--- src/rtl/fetch_pkg.sv ---
// Shared definitions for the instruction-fetch stage.
package fetch_pkg;

    localparam logic [31:0] RESET_PC_DEF = 32'h0000_0000;
    localparam logic [31:0] NOP_WORD_DEF = 32'h0000_0000;
    localparam logic [31:0] PC_STEP      = 32'd4;

    typedef enum logic [0:0] {
        StReq,
        StWait
    } fetch_state_e;

    // One instruction-buffer entry: the fetched word and the address it came from.
    typedef struct packed {
        logic [31:0] pc;
        logic [31:0] word;
    } ibuf_entry_t;

endpackage

--- src/rtl/fetch_stage_inst_fifo.sv ---
// Instruction buffer: synchronous FIFO of {pc, word}. Flush beats push and pop.
module inst_fifo
    import fetch_pkg::*;
#(
    parameter int unsigned DEPTH = 2
) (
    input  logic                       clock,
    input  logic                       reset,
    input  logic                       push,
    input  logic                       pop,
    input  logic                       flush,
    input  ibuf_entry_t                wdata,
    output ibuf_entry_t                rdata,
    output logic                       full,
    output logic                       empty,
    output logic [$clog2(DEPTH):0]     count
);
    localparam int unsigned AW = $clog2(DEPTH);
    localparam int unsigned CW = AW + 1;

    ibuf_entry_t   mem_q [DEPTH];
    ibuf_entry_t   mem_d [DEPTH];
    logic [AW-1:0] wr_ptr_q, wr_ptr_d;
    logic [AW-1:0] rd_ptr_q, rd_ptr_d;
    logic [CW-1:0] count_q, count_d;
    logic          do_push, do_pop;

    assign full  = (count_q == CW'(DEPTH));
    assign empty = (count_q == '0);
    assign count = count_q;
    assign rdata = mem_q[rd_ptr_q];

    // A pop in the same cycle frees the slot, so a push into a full buffer is fine then.
    assign do_pop  = pop && !empty;
    assign do_push = push && (!full || do_pop);

    // Next-state for pointers, occupancy and storage.
    always_comb begin
        mem_d    = mem_q;
        wr_ptr_d = wr_ptr_q;
        rd_ptr_d = rd_ptr_q;
        count_d  = count_q;
        if (flush) begin
            wr_ptr_d = '0;
            rd_ptr_d = '0;
            count_d  = '0;
        end else begin
            if (do_push) begin
                mem_d[wr_ptr_q] = wdata;
                wr_ptr_d        = wr_ptr_q + 1'b1;
            end
            if (do_pop) begin
                rd_ptr_d = rd_ptr_q + 1'b1;
            end
            count_d = count_q + CW'(do_push) - CW'(do_pop);
        end
    end

    // State registers with synchronous reset.
    always_ff @(posedge clock) begin
        if (reset) begin
            mem_q    <= '{default: '0};
            wr_ptr_q <= '0;
            rd_ptr_q <= '0;
            count_q  <= '0;
        end else begin
            mem_q    <= mem_d;
            wr_ptr_q <= wr_ptr_d;
            rd_ptr_q <= rd_ptr_d;
            count_q  <= count_d;
        end
    end

endmodule

--- src/rtl/fetch_stage.sv ---
// Instruction-fetch stage: PC, one-outstanding-request fetch FSM, buffer and decode-facing register.
module fetch_stage
    import fetch_pkg::*;
#(
    parameter logic [31:0] RESET_PC   = RESET_PC_DEF,
    parameter int unsigned IBUF_DEPTH = 2,
    parameter logic [31:0] NOP_WORD   = NOP_WORD_DEF
) (
    input  logic        clock,
    input  logic        reset,
    input  logic        stall_if,
    input  logic        redirect_valid,
    input  logic [31:0] redirect_pc,
    output logic        imem_req,
    output logic [31:0] imem_addr,
    input  logic        imem_valid,
    input  logic [31:0] imem_data,
    output logic [31:0] ir,
    output logic [31:0] pc_out,
    output logic        ir_valid
);
    localparam int unsigned CW = $clog2(IBUF_DEPTH) + 1;

    fetch_state_e  state_q, state_d;
    logic [31:0]   fetch_pc_q, fetch_pc_d;
    logic          drop_q, drop_d;
    logic [31:0]   ir_q, ir_d;
    logic [31:0]   pc_out_q, pc_out_d;
    logic          ir_valid_q, ir_valid_d;

    logic          buf_push, buf_pop, buf_flush, buf_full, buf_empty;
    logic [CW-1:0] buf_count;
    ibuf_entry_t   buf_wdata, buf_rdata;
    logic          in_flight, slot_free;

    assign in_flight = (state_q == StWait);
    assign slot_free = !buf_full && ((buf_count + CW'(in_flight)) < CW'(IBUF_DEPTH));

    // No request while reset or a redirect is pending: the old fetch_pc is about to be replaced.
    assign imem_req  = (state_q == StReq) && slot_free && !reset && !redirect_valid;
    assign imem_addr = fetch_pc_q;

    // fetch_pc already advanced past the in-flight word, so its address is one step back.
    assign buf_wdata = '{pc: fetch_pc_q - PC_STEP, word: imem_data};
    assign buf_flush = redirect_valid;

    assign ir       = ir_q;
    assign pc_out   = pc_out_q;
    assign ir_valid = ir_valid_q;

    inst_fifo #(
        .DEPTH (IBUF_DEPTH)
    ) u_ibuf (
        .clock (clock),
        .reset (reset),
        .push  (buf_push),
        .pop   (buf_pop),
        .flush (buf_flush),
        .wdata (buf_wdata),
        .rdata (buf_rdata),
        .full  (buf_full),
        .empty (buf_empty),
        .count (buf_count)
    );

    // Fetch FSM, PC advance and stale-response drop tracking.
    always_comb begin
        state_d    = state_q;
        fetch_pc_d = fetch_pc_q;
        drop_d     = drop_q;
        buf_push   = 1'b0;
        // Responses are in order, so the first one seen while drop is set is the stale one.
        if (drop_q && imem_valid) begin
            drop_d = 1'b0;
        end
        unique case (state_q)
            StReq: begin
                if (imem_req) begin
                    fetch_pc_d = fetch_pc_q + PC_STEP;
                    state_d    = StWait;
                end
            end
            StWait: begin
                // With drop set, the request issued after the redirect is still outstanding.
                if (imem_valid && !drop_q) begin
                    buf_push = 1'b1;
                    state_d  = StReq;
                end
            end
        endcase
        if (redirect_valid) begin
            buf_push   = 1'b0;
            fetch_pc_d = redirect_pc;
            state_d    = StReq;
            // One bit tracks at most one stale response still to come back.
            drop_d     = (in_flight && drop_q) || ((in_flight || drop_q) && !imem_valid);
        end
    end

    // Decode-facing register: hold on stall, pop or bubble otherwise; redirect wins.
    always_comb begin
        ir_d       = ir_q;
        pc_out_d   = pc_out_q;
        ir_valid_d = ir_valid_q;
        buf_pop    = 1'b0;
        if (redirect_valid) begin
            ir_d       = NOP_WORD;
            ir_valid_d = 1'b0;
        end else if (!stall_if) begin
            if (!buf_empty) begin
                buf_pop    = 1'b1;
                ir_d       = buf_rdata.word;
                pc_out_d   = buf_rdata.pc;
                ir_valid_d = 1'b1;
            end else begin
                ir_d       = NOP_WORD;
                ir_valid_d = 1'b0;
            end
        end
    end

    // State registers with synchronous reset.
    always_ff @(posedge clock) begin
        if (reset) begin
            state_q    <= StReq;
            fetch_pc_q <= RESET_PC;
            drop_q     <= 1'b0;
            ir_q       <= NOP_WORD;
            pc_out_q   <= 32'h0;
            ir_valid_q <= 1'b0;
        end else begin
            state_q    <= state_d;
            fetch_pc_q <= fetch_pc_d;
            drop_q     <= drop_d;
            ir_q       <= ir_d;
            pc_out_q   <= pc_out_d;
            ir_valid_q <= ir_valid_d;
        end
    end

endmodule

--- config.mk ---
export PLATFORM = sky130hd
export DESIGN_NAME = fetch_stage
export DESIGN_NICKNAME = d
export VERILOG_FILES = /design/src/rtl/fetch_pkg.sv /design/src/rtl/fetch_stage_inst_fifo.sv /design/src/rtl/fetch_stage.sv
export SDC_FILE = /design/constraint.sdc
export NUM_CORES = 1
export LEC_CHECK = 0
export BUFFER_PORTS_ARGS = -buffer_cell sky130_fd_sc_hd__buf_4
export CORE_UTILIZATION = 60
export DETAILED_ROUTE_END_ITERATION = 10
export GPL_TIMING_DRIVEN = 0
export PLACE_DENSITY = 0.84
export REMOVE_ABC_BUFFERS = 1
export SLEW_MARGIN = 30
export SYNTH_ARGS = -nofsm -noshare
export SYNTH_HDL_FRONTEND = slang
export SYNTH_SLANG_ARGS = --single-unit
--- constraint.sdc ---
create_clock -name clock -period 3.9 [get_ports clock]
set_clock_uncertainty 0.2 [all_clocks]
set_input_delay 0.585 -clock clock [delete_from_list [all_inputs] [get_ports clock]]
set_output_delay 0.585 -clock clock [all_outputs]
set_load 0.01 [all_outputs]
# Yosys cells after proc, flatten, opt, wreduce, memory -nomap -nowiden
# Cells that the tools add are included.
[word_totals]
regBits = 231
input_bits = 69
output_inout_bits = 98
wordCells = 80
[classes]
n_addsub = 7
order_cmp = 4
eq_ne = 2
muxes = 21
bitwise = 6
reduce_logical = 27
[ops]
columns = ["operator", "count"]
rows = [
  ["$mux W64", 4],
  ["$bwmux W128", 1],
  ["$mux W32", 4],
  ["$demux W64 S1", 1],
  ["$add A32 B3 Y32 const B", 1],
  ["$sub A32 B3 Y32 const B", 1],
  ["$logic_and A1 B1 Y1", 11],
  ["$mux W1", 10],
  ["$logic_not A1 Y1", 6],
  ["$add A2 B1 Y2", 2],
  ["$ge A2 B2 Y1 const B", 2],
  ["$not A1 Y1", 4],
  ["$not A1 Y2", 2],
  ["$reduce_and A2 Y1", 2],
  ["$reduce_bool A2 Y1", 2],
  ["$logic_or A1 B1 Y1", 3],
  ["$reduce_and A3 Y1", 1],
  ["$add A1 B1 Y1 const B", 2],
  ["$eq A2 B2 Y1 const B", 1],
  ["$logic_not A2 Y1", 1],
  ["$lt A2 B1 Y1 const B", 1],
  ["$lt A2 B2 Y1 const B", 1],
  ["$ne A2 B2 Y1 const B", 1],
  ["$pmux W1 S2", 1],
  ["2 further kinds", 2],
]

# Logic depth before layout (Yosys ltp)
# Gate-level depths: netlist of the first run.
[logic_depth]
depth_word = 9
ltp_mapped = 9
depth_no_buf = 7

# By module
# From an unflattened synthesis of the first run, not the netlist that was laid out.
[unflattened]
hier_cells = 1181
hier_area_um2 = 11095.6
[modules_own_cells]
columns = ["mod", "instances", "cells_per_inst", "area_each_um2", "seq_area_each_um2"]
rows = [
  ["inst_fifo", 1, 585, 6298.5, 2642.5],
  ["fetch_stage", 1, 596, 4797.1, 1981.9],
]

# Worst setup path before layout of the first run
# Ideal clock, no wire load.
[synth_timing]
kind = "input to register"
startpoint = "input port stall_if"
endpoint = "register u_ibuf.count_q[1] (netlist: u_ibuf.count[1])"
setup_ns = 0.128
arrival_ns = 2.171
required_time_ns = 3.572
slack_ns = 1.401
cell_stages = 8
path_buffers = 3
cell_sequence = "clkbuf_1 > nor3_1 > clkbuf_1 > clkbuf_1 > ha_1 > nor2_1 > xnor2_1 > nor2_1"
[synth_between]
elab_chain_cells = 7
[synth_rtl]
columns = ["element", "line_no", "rtl"]
rows = [
  ["start: declaration", "fetch_stage.sv:11", "input logic stall_if,"],
  ["$mux W1 *", "fetch_stage.sv:109", "end else if (!stall_if) begin"],
  ["$mux W1 *", "fetch_stage.sv:106", "if (redirect_valid) begin"],
  ["$logic_and A1 B1 Y1 *", "fetch_stage_inst_fifo.sv:34", "assign do_pop = pop && !empty;"],
  ["via u_ibuf.do_pop", "fetch_stage_inst_fifo.sv:26", "logic do_push, do_pop;"],
  ["$logic_or A1 B1 Y1", "fetch_stage_inst_fifo.sv:35", "assign do_push = push && (!full || do_pop);"],
  ["$logic_and A1 B1 Y1", "fetch_stage_inst_fifo.sv:35", ""],
  ["$add A2 B1 Y2", "fetch_stage_inst_fifo.sv:55", "count_d = count_q + CW'(do_push) - CW'(do_pop);"],
  ["$sub A2 B1 Y2 *", "fetch_stage_inst_fifo.sv:55", ""],
  ["end signal: assignment", "fetch_stage_inst_fifo.sv:70", "count_q <= count_d;"],
  ["end: declaration", "fetch_stage_inst_fifo.sv:25", "logic [CW-1:0] count_q, count_d;"],
]
# Mark *: on every way through the listed nets, which the timed path passes. The rest lies on a longest branch.
# A chain may end at the register's enable or synchronous reset.

# Final worst setup path of the first run
[layout_timing]
startpoint = "input port reset"
endpoint = "output port imem_req"
[layout_between]
elab_chain_cells = 3
[layout_rtl]
columns = ["element", "line_no", "rtl"]
rows = [
  ["start: declaration", "fetch_stage.sv:10", "input logic reset,"],
  ["$logic_not A1 Y1", "fetch_stage.sv:40", "assign imem_req = (state_q == StReq) && slot_free && !reset && !redirect_valid;"],
  ["$logic_and A1 B1 Y1 (2 in series)", "fetch_stage.sv:40", ""],
  ["end: declaration", "fetch_stage.sv:14", "output logic imem_req,"],
]
# Every way passes these cells.

==> results.py, run 1 <==
metrics = {
    "drt": {
        "ant_nets": 0,
        "firstDrtPassIters": 5,
        "vias": 8594,
        "routedWlPerCell_um": 16.5,
        "viasPerCell": 5.76,
        "drt_iter0_markers": 761,
        "drc": 0,
        "finalWirelength_mm": 24.6,
    },
    "global_route": {
        "grt_max_degree": 112,
        "grt-ovfl-total": 0,
        "grt_usage_pct": 28.6,
        "grt_pass1_wl_mm": 38.9,
        "grt_pass1_vias": 7898,
        "antenna_found_initial": 0,
    },
    "final_layout": {
        "multi_input_area_um2": 4910,
        "area_growth_pct": 22.5,
        "regArea_um2": 4630,
        "num-nets-final": 1334,
        "diodes": 0,
        "fin_area_um2": 12200,
        "fillCellCount": 1143,
        "fin_cells": 1491,
        "drive_gt1_share_pct": 22.4,
    },
    "timing": {
        "setup_viol": 0,
        "hold_viol": 0,
        "finalMaxSlewViolations": 0,
        "post-route-period-util_pct": 78.7,
        "timing.fmax_mhz": 326,
        "worstMarginPinSlew_ps": 918,
        "maxSlewHeadroom_pct": 38.7,
        "rsz0062_at_grt": "false",
        "fin_crit_ps": 3070,
    },
    "power_and_ir_drop": {
        "p_leak_uw": 0.00441,
        "peakVddDrop_mv": 0.323,
        "p_per_area_nw_per_um2": 413,
    },
    "critical_path": {
        "cp_max_fo": 111,
        "critical_path_class": "input pin to output port",
        "regToRegStartpoint": "imem_addr[2]",
        "regToRegEndpoint": "imem_addr[26]",
        "crit_required_ps": 3120,
        "r2r_cells": 6,
        "critPathLaunchType": "input pin",
        "rrSetupSlack_ps": 1140,
        "critPathArrivalTime_ps": 2290,
        "crit_path_end_kind": "output port",
    },
    "clock_network": {
        "cts_tree": "built",
        "ctsResizeCount": 0,
        "path_clk_slew_ps": 60,
        "clock_latency_ps": 520,
        "root_buffer": "clkbuf_16",
        "cts_hold_buffers": 0,
        "h-tree-depth": 1,
        "clock_tree.buffer_depth": 3,
        "cts_setup_buffers": 0,
        "cts_sinks": 231,
        "numCtsBuffers": 24,
    },
    "floorplan": {
        "core_area_um2": 16100,
        "num_io_pins": 167,
        "start_util_pct": 62.0,
        "die_y_um": 131,
        "dieWidth_um": 131,
        "fp-row-count": 46,
        "fp.dieArea_um2": 17100,
    },
    "logic_synthesis": {
        "ys_types": 56,
        "synth-async-reset-ratio_pct": 0,
        "avgSynthCellArea_um2": 8.63,
        "syn_inst": 1153,
        "syn_area_um2": 9950,
        "yosysWarnings": 0,
        "synth-edff-count": 0,
        "ys_seq_area_share_pct": 46.5,
        "ys_seq_elements": 231,
        "ys.flop_type": "dfxtp_1",
    },
    "min_path": {
        "hp-start": "redirect_pc[5]",
        "worst_hold_path.endpoint": "imem_addr[5]",
        "min_path_type": "input pin to flip-flop",
        "hold_depth": 3,
    },
    "placed_design": {
        "dpl.cell_count": 1452,
        "dp_hpwl_mm": 15.5,
        "post_dp_cell_area_um2": 11500,
        "gp_congestion": 0.843,
        "io_buffers": 166,
    },
    "run": {
        "drv_cap": 0,
    },
    "status": {
        "status": "finished clean",
    },
}
sequential cells by signal, indices dropped and copies added, names as in the netlist:
| register | cells |
|---|---|
| imem_addr | 32 |
| u_ibuf.mem_q | 128 |
| ir | 32 |
| drop_q | 1 |
| u_ibuf.wr_ptr_q | 1 |
| u_ibuf.rd_ptr_q | 1 |
| in_flight | 1 |
| pc_out | 32 |
| u_ibuf.count | 2 |
| ir_valid | 1 |
critical path: stages:
cell and delay (ps):
buf_8 80, buf_16 320, buf_16 350, or2_4 560
nor3_1 120, buf_4 170
report_power, final:
| group | internal (uW) | switching [uW] |
|---|---|---|
| registers | 2400 | 72.4 |
| clock network | 1240 | 901 |
| logic | 187 | 231 |
| total | 3830 | 1200 |
synth_stat cells, types with 2 or more instances:
| master | instances | share of area (%) |
|---|---|---|
| inv_1 | 20 | 0.75 |
| nor2b_1 | 3 | 0.19 |
| ha_1 | 3 | 0.38 |
| a211oi_2 | 7 | 0.88 |
| a211oi_1 | 67 | 5.1 |
| nand3_1 | 17 | 0.85 |
| o31a_1 | 3 | 0.26 |
| a22oi_1 | 32 | 2.4 |
| xnor2_1 | 39 | 3.4 |
| and4bb_2 | 2 | 0.25 |
| nor3_1 | 34 | 1.7 |
| nor2_1 | 167 | 6.3 |
| buf_2 | 10 | 0.50 |
| nor4_2 | 6 | 0.75 |
| mux2_2 | 32 | 3.6 |
| nor4_1 | 7 | 0.44 |
| and2_1 | 3 | 0.19 |
| o21ai_0 | 5 | 0.25 |
| and3_1 | 3 | 0.19 |
| nand2_1 | 162 | 6.1 |
| o21a_1 | 15 | 1.1 |
| clkbuf_1 | 72 | 2.7 |
| and4_1 | 4 | 0.35 |
| mux2i_1 | 41 | 4.1 |
| nand4_1 | 9 | 0.57 |
| a311oi_1 | 4 | 0.35 |
| buf_4 | 3 | 0.23 |
| xor2_1 | 14 | 1.2 |
| buf_1 | 14 | 0.53 |
| or4_1 | 2 | 0.15 |
| nand3b_1 | 4 | 0.30 |
| or3_1 | 3 | 0.19 |
| a21oi_1 | 92 | 4.6 |
| nor4_4 | 2 | 0.43 |
| dfxtp_1 | 231 | 46 |
through the flow:
step / power (uW) / util, % / setup TNS (ps) / setup WS, ps / hold slack (ps)
after floorplan: 2720 / - / -78110 / -1380 / 227
after global placement: 2920 / 68.9 / -450200 / -3710 / 239
after detailed placement: 2940 / 71.3 / 0 / 530 / 244
after CTS: 5050 / 75.9 / 0 / 528 / 88.4
after global routing: 5200 / 75.9 / 0 / 730 / 97.6
final: 5030 / 75.9 / 0 / 830 / 95.4
how the worst max path moves through the flow:
stage	startpoint	to	slack, ps	depth (start not counted)
floorplan	stall_if	u_ibuf.count[1]	-1380	5
global placement	redirect_valid	u_ibuf.count[1]	-3710	6
detailed placement	reset	imem_req	530	6
CTS	reset	imem_req	530	6
global route	reset	imem_req	730	6
finish	reset	imem_req	830	6
layer usage:
| metal | vias to the layer above | part of all wire (%) | track usage, % |
|---|---|---|---|
| met4 | 0 | 2.8 | 9.47 |
| met1 | 4075 | 42 | 37.2 |
| met5 | - | 0 | 0 |
| met3 | 46 | 5.9 | 3.95 |
| met2 | 275 | 49 | 48.9 |
| li1 | 4198 | - | - |
placed cells by master (no fill, tap or decap), types with 5 or more instances in the layout:
| cell type | n |
|---|---|
| dfxtp_1 | 230 |
| buf_4 | 170 |
| nor2_1 | 164 |
| nand2_1 | 162 |
| a21oi_1 | 92 |
| a211oi_1 | 67 |
| mux2i_1 | 41 |
| xnor2_1 | 39 |
| nor3_1 | 33 |
| mux2_2 | 32 |
| a22oi_1 | 32 |
| clkbuf_16 | 24 |
| inv_1 | 20 |
| nand3_1 | 15 |
| o21a_1 | 15 |
| xor2_1 | 14 |
| nand4_1 | 9 |
| nor4_2 | 8 |
| a211oi_2 | 7 |
| buf_16 | 7 |
| clkbuf_8 | 6 |
| nor4_1 | 5 |
| o21ai_0 | 5 |
cell families (layout without fill, tap and decap cells):
kind of cell	count (synthesis)	after routing	share of synthesized area, %
AND/OR/NAND/NOR	441	441	20.4
AO/OA/AOI/OAI	231	231	15.4
multiplexers	73	73	7.74
adder cells (fa/ha/maj)	4	4	0.478
XOR/XNOR	53	53	4.66
flip-flops	231	231	46.5
buffers and inverters	120	242	4.84
layout make-up:
class,count,area share (%)
clock buffers,34,5.73
clock inverters,5,0.318
inverters,20,0.616
multi-input cells,802,40.3
flip-flops and latches,231,38.0
well taps,216,2.22
repair buffers,183,12.8
(Power assumes the default switching activity.)
==> inputs of run 2 (changes only) <==
CORE_UTILIZATION = 51   (was 60)
PLACE_DENSITY = 0.76   (was 0.84)
clock period = 2.46 ns   (was 3.9 ns; I/O delays follow)
==> run 2 against run 1 <==
Effect of this change:
- global-route usage fell by 2.6 points
- design area rose by 8.0%
- sequential share of layout area fell by 2.7 points
- utilization fell by 6.2 points
- clock power rose by 77%
- final cell count rose by 8.5%
- largest cell class unchanged
- via count rose by 3.2%
- critical endpoint is now imem_addr[26]
- critical path type is now flip-flop to flip-flop
- sequential cell count did not move
- combinational power rose by 86%
==> results.py, run 2 (synthesis results as in run 1) <==
metrics = {
    "clock_network": {
        "cts_sinks": 231,
        "clock_latency_ps": 520,
        "numCtsBuffers": 25,
        "cts_tree": "built",
        "root_buffer": "clkbuf_16",
        "path_clk_slew_ps": 60,
        "clock_tree.buffer_depth": 3,
        "h-tree-depth": 1,
    },
    "power_and_ir_drop": {
        "peakVddDrop_mv": 0.431,
        "p_per_area_nw_per_um2": 644,
        "p_leak_uw": 0.00483,
    },
    "critical_path": {
        "critPathArrivalTime_ps": 2670,
        "cp_max_fo": 8,
        "critPathLaunchType": "flip-flop",
        "critical_path_class": "flip-flop to flip-flop",
        "crit_required_ps": 2720,
        "crit_path_end_kind": "flip-flop",
    },
    "floorplan": {
        "start_util_pct": 52.7,
        "num_io_pins": 167,
        "fp-row-count": 50,
        "fp.dieArea_um2": 20100,
        "core_area_um2": 18900,
        "dieWidth_um": 142,
        "die_y_um": 142,
    },
    "drt": {
        "vias": 8872,
        "drt_iter0_markers": 430,
        "ant_nets": 0,
        "finalWirelength_mm": 26.9,
        "firstDrtPassIters": 4,
        "drc": 0,
        "routedWlPerCell_um": 16.7,
        "viasPerCell": 5.49,
    },
    "timing": {
        "post-route-period-util_pct": 98.1,
        "maxSlewHeadroom_pct": 52.7,
        "setup_viol": 0,
        "rsz0062_at_grt": "true",
        "hold_viol": 0,
        "setup_tns_ps": 0,
        "finalMaxSlewViolations": 0,
        "timing.fmax_mhz": 415,
        "worstMarginPinSlew_ps": 710,
        "fin_crit_ps": 2410,
    },
    "final_layout": {
        "fin_area_um2": 13200,
        "multi_input_area_um2": 4970,
        "fin_cells": 1617,
        "area_growth_pct": 32.2,
        "num-nets-final": 1410,
        "largest_reg_flops": 128,
        "fillCellCount": 1515,
        "drive_gt1_share_pct": 23.2,
        "final_cell_mix": "223 x dfxtp_1, 181 x buf_4, 164 x nor2_1",
        "fin_util_pct": 69.7,
        "layout_commonest_cell": "dfxtp_1",
        "regArea_um2": 4640,
        "max_flop_register": "u_ibuf.mem_q",
        "diodes": 0,
    },
    "global_route": {
        "grt_usage_pct": 25.9,
        "grt-ovfl-total": 0,
        "grt_max_degree": 114,
        "grt_pass1_vias": 8344,
        "grt_pass1_wl_mm": 42.3,
        "antenna_found_initial": 0,
    },
    "run": {
        "drv_cap": 0,
    },
    "placed_design": {
        "io_buffers": 166,
        "dp_hpwl_mm": 16.0,
        "dpl.cell_count": 1496,
        "post_dp_cell_area_um2": 11500,
        "gp_congestion": 0.839,
    },
    "min_path": {
        "min_path_type": "input pin to flip-flop",
    },
    "status": {
        "status": "finished clean",
    },
}
[run 2: cell types whose count changed in the layout (fill, tap and decap cells not counted), moves of 4 or more]
cell and delta:
dlygate4sd3_1 +62, dfxtp_1 -7, buf_4 +11, dfxtp_2 +4, clkinv_2 +6
[run 2: through the flow]
stage | setup slack [ps] | hold WS, ps | total power, uW
finish | 47.5 | 7.21 | 8480
global route | -28.3 | 40.5 | 8790
CTS | -3.96 | 5.07 | 8500
detailed placement | -590 | 243 | 4650
global placement | -4950 | 238 | 4630
floorplan | -2660 | 227 | 4310
[run 2: repair_timing]
item	4_1_cts	5_1_grt
endpoints found under the hold margin	95	0
endpoints found under the setup margin	22	37
pin swaps	1	3
gates cloned	1	1
hold buffers	62	0
buffers inserted	4	7
resized for setup	11	8
[run 2: cell type report]
type | count | share of cell area (%)
clock buffer | 33 | 5.45
clock inverter | 13 | 0.922
inverter | 20 | 0.570
multi-input combinational | 803 | 37.8
sequential | 231 | 35.3
tap | 260 | 2.47
timing repair buffer | 257 | 17.5
[run 2: per-layer routing]
layer  vias to the layer above  track usage [%]  wire length (um)
li1                       4354                -                 -
met1                      4227             33.9             11900
met2                       239             44.5             13200
met3                        52             2.77              1180
met4                         0             9.05               666
met5                         -                0                 0
[run 2: path summary, 6_finish.rpt]
| kind | cells past startpoint | startpoint | slack, ps | end |
|---|---|---|---|---|
| worst min register to register | 2 | u_ibuf.mem_q[88] | 250 | u_ibuf.mem_q[88] |
| worst max register to register | 6 | imem_addr[3] | 50 | imem_addr[26] |
| worst max-delay path | 6 | imem_addr[3] | 50 | imem_addr[26] |
| worst min-delay path | 4 | redirect_pc[10] | 7 | imem_addr[10] |
[run 2: report_power, final]
group | total, uW | switching [uW] | internal (uW) | leakage [uW]
Clock | 3780 | 1510 | 2260 | 0.000421
Combinational | 778 | 399 | 379 | 0.00254
Sequential | 3930 | 119 | 3810 | 0.00187
Total | 8480 | 2030 | 6450 | 0.00483
[run 2: worst max-delay path, cell delays in order, from the launching register on]
cell,delay [ps]
dfxtp_4,410
ha_4,160
or3b_4,420
or4_4,520
or3_1,330
a21o_1,190
a21oi_2,120
==> inputs of run 3 (changes only) <==
PLACE_DENSITY = 0.81   (was 0.76)
==> run 3 against run 2 <==
Effect of this change:
- utilization is 0.47 points higher
- global-route usage is 1.0 points higher
- combinational power is 1% higher
- worst hold slack better by 9.7 ps
- sequential share of layout area is 0.21 points lower
- final cell count is 0.25% higher
- via count is 2.2% higher
- first-iteration DRC count is 53% higher
- worst setup slack worse by 1.1 ps
- maximum frequency hardly changed
- critical path type is now input pin to flip-flop
- design area is 0.68% higher
==> results.py, run 3 (synthesis results as in run 1) <==
metrics = {
    "status": {
        "status": "finished clean",
    },
    "timing": {
        "hold_viol": 0,
        "finalMaxSlewViolations": 0,
        "fin_crit_ps": 2410,
        "worstMarginPinSlew_ps": 739,
        "worst_slack_ps": 46.4,
        "setup_tns_ps": 0,
        "setup_viol": 0,
        "whs_ps": 16.9,
        "maxSlewHeadroom_pct": 50.7,
        "timing.fmax_mhz": 414,
        "post-route-period-util_pct": 98.1,
    },
    "drt": {
        "ant_nets": 0,
        "firstDrtPassIters": 5,
        "routedWlPerCell_um": 17.3,
        "finalWirelength_mm": 28.1,
        "viasPerCell": 5.59,
        "drt_iter0_markers": 656,
        "drc": 0,
        "vias": 9069,
    },
    "clock_network": {
        "path_clk_slew_ps": 60,
        "cts_tree": "built",
        "numCtsBuffers": 25,
        "h-tree-depth": 1,
        "cts_sinks": 231,
        "root_buffer": "clkbuf_16",
        "clock_tree.buffer_depth": 3,
        "clock_latency_ps": 520,
    },
    "floorplan": {
        "fp-row-count": 50,
        "fp.dieArea_um2": 20100,
        "die_y_um": 142,
        "core_area_um2": 18900,
        "start_util_pct": 52.7,
        "num_io_pins": 167,
        "dieWidth_um": 142,
    },
    "critical_path": {
        "crit_path_end_kind": "flip-flop",
        "regToRegEndpoint": "imem_addr[26]",
        "crit_required_ps": 2670,
        "r2r_cells": 6,
        "regToRegStartpoint": "imem_addr[3]",
        "cp_max_fo": 29,
        "rrSetupSlack_ps": 60,
        "critPathArrivalTime_ps": 2620,
        "critical_path_class": "input pin to flip-flop",
        "critPathLaunchType": "input pin",
    },
    "placed_design": {
        "dpl_worst_slack_ps": -765,
        "io_buffers": 166,
        "dpl.cell_count": 1496,
        "gp_congestion": 0.865,
        "dp_hpwl_mm": 16.5,
    },
    "final_layout": {
        "num-nets-final": 1413,
        "multi_input_area_um2": 5000,
        "max_flop_register": "u_ibuf.mem_q",
        "largest_reg_flops": 128,
        "drive_gt1_share_pct": 23.6,
        "layout_commonest_cell": "dfxtp_1",
        "final_cell_mix": "220 x dfxtp_1, 184 x buf_4, 164 x nor2_1",
        "fin_cells": 1621,
        "area_growth_pct": 33.1,
        "fin_util_pct": 70.1,
        "fillCellCount": 1456,
        "regArea_um2": 4650,
    },
    "min_path": {
        "hp-start": "redirect_pc[15]",
        "worst_hold_path.endpoint": "imem_addr[15]",
        "hold_depth": 4,
        "min_path_type": "input pin to flip-flop",
    },
    "global_route": {
        "grt_pass1_vias": 8632,
        "grt_pass1_wl_mm": 43.6,
        "antenna_found_initial": 1,
        "grt_max_degree": 101,
        "grt-ovfl-total": 0,
        "grt_usage_pct": 27.0,
    },
    "power_and_ir_drop": {
        "peakVddDrop_mv": 0.512,
        "power_frac_comb_pct": 9.0,
        "p_leak_uw": 0.00486,
        "power.share.sequential_pct": 45.0,
        "p_per_area_nw_per_um2": 658,
        "p_sw_uw": 2030,
        "swShare_pct": 23.3,
        "intPower_uw": 6690,
        "pwr-share-clk_pct": 45.9,
    },
    "run": {
        "drv_cap": 0,
    },
}
[run 3: cell types whose count changed in the layout (fill, tap and decap cells not counted), sizes merged, moves of 2 or more]
cell,previous run,this run
buf,194,196
clkbuf,34,40
bufinv,2,4
clkinv,9,2
[run 3: per-stage QoR]
stage / power, uW / instance area, um^2
floorplan: 4310 / 9550
global placement: 4630 / 11100
detailed placement: 4650 / 11500
CTS: 8720 / 13100
global route: 8990 / 13300
finish: 8730 / 13300
[run 3: area by class of cell]
| type | count | share of cell area, % |
|---|---|---|
| clock inverters | 7 | 1.05 |
| inverters | 20 | 0.567 |
| multi-input cells | 805 | 37.7 |
| diodes | 1 | 0.0189 |
| clock buffers | 39 | 5.65 |
| repair buffers | 258 | 17.4 |
| well taps | 260 | 2.45 |
| flip-flops and latches | 231 | 35.1 |
[run 3: repair_timing]
item,CTS,global route
pin swaps,2,2
setup buffers,6,7
resized for setup,11,15
hold endpoints to repair,93,0
hold buffers,61,0
setup endpoints to repair,54,50
gates cloned,2,2
[run 3: critical path, cell delays in order]
cell           delay (ps)
dlygate4sd3_1         520
buf_4                 120
and4bb_2              340
nand2_4               130
nor2_4                200
buf_16                190
buf_16                170
buf_16                190
nor2_1                 70
a311oi_1              290
[run 3: routing by layer]
metal / GRT usage, % / part of all wire, % / vias to the layer above
met3: 3.41 / 5.6 / 65
met4: 10.8 / 3.2 / 0
met2: 47.1 / 49 / 316
li1: - / - / 4363
met1: 33.6 / 43 / 4325
met5: 0 / 0 / -
[run 3: how the worst max path moves through the flow]
| stage | from | end | cells after the start |
|---|---|---|---|
| finish | imem_valid | u_ibuf.mem_q[50] | 10 |
| CTS | imem_addr[9] | imem_addr[16] | 5 |
| detailed placement | redirect_valid | u_ibuf.mem_q[50] | 9 |
| global placement | redirect_valid | u_ibuf.count[1] | 6 |
| floorplan | u_ibuf.count[1] | u_ibuf.count[1] | 6 |
| global route | imem_valid | u_ibuf.mem_q[50] | 10 |
[run 3: power by group through the flow]
stage               registers [uW]  clock network (uW)  logic (uW)
finish                        3930                4010         789
global route                  3940                4210         848
CTS                           3920                4050         751
detailed placement            4000                   0         651
global placement              4000                   0         625
floorplan                     3990                   0         315
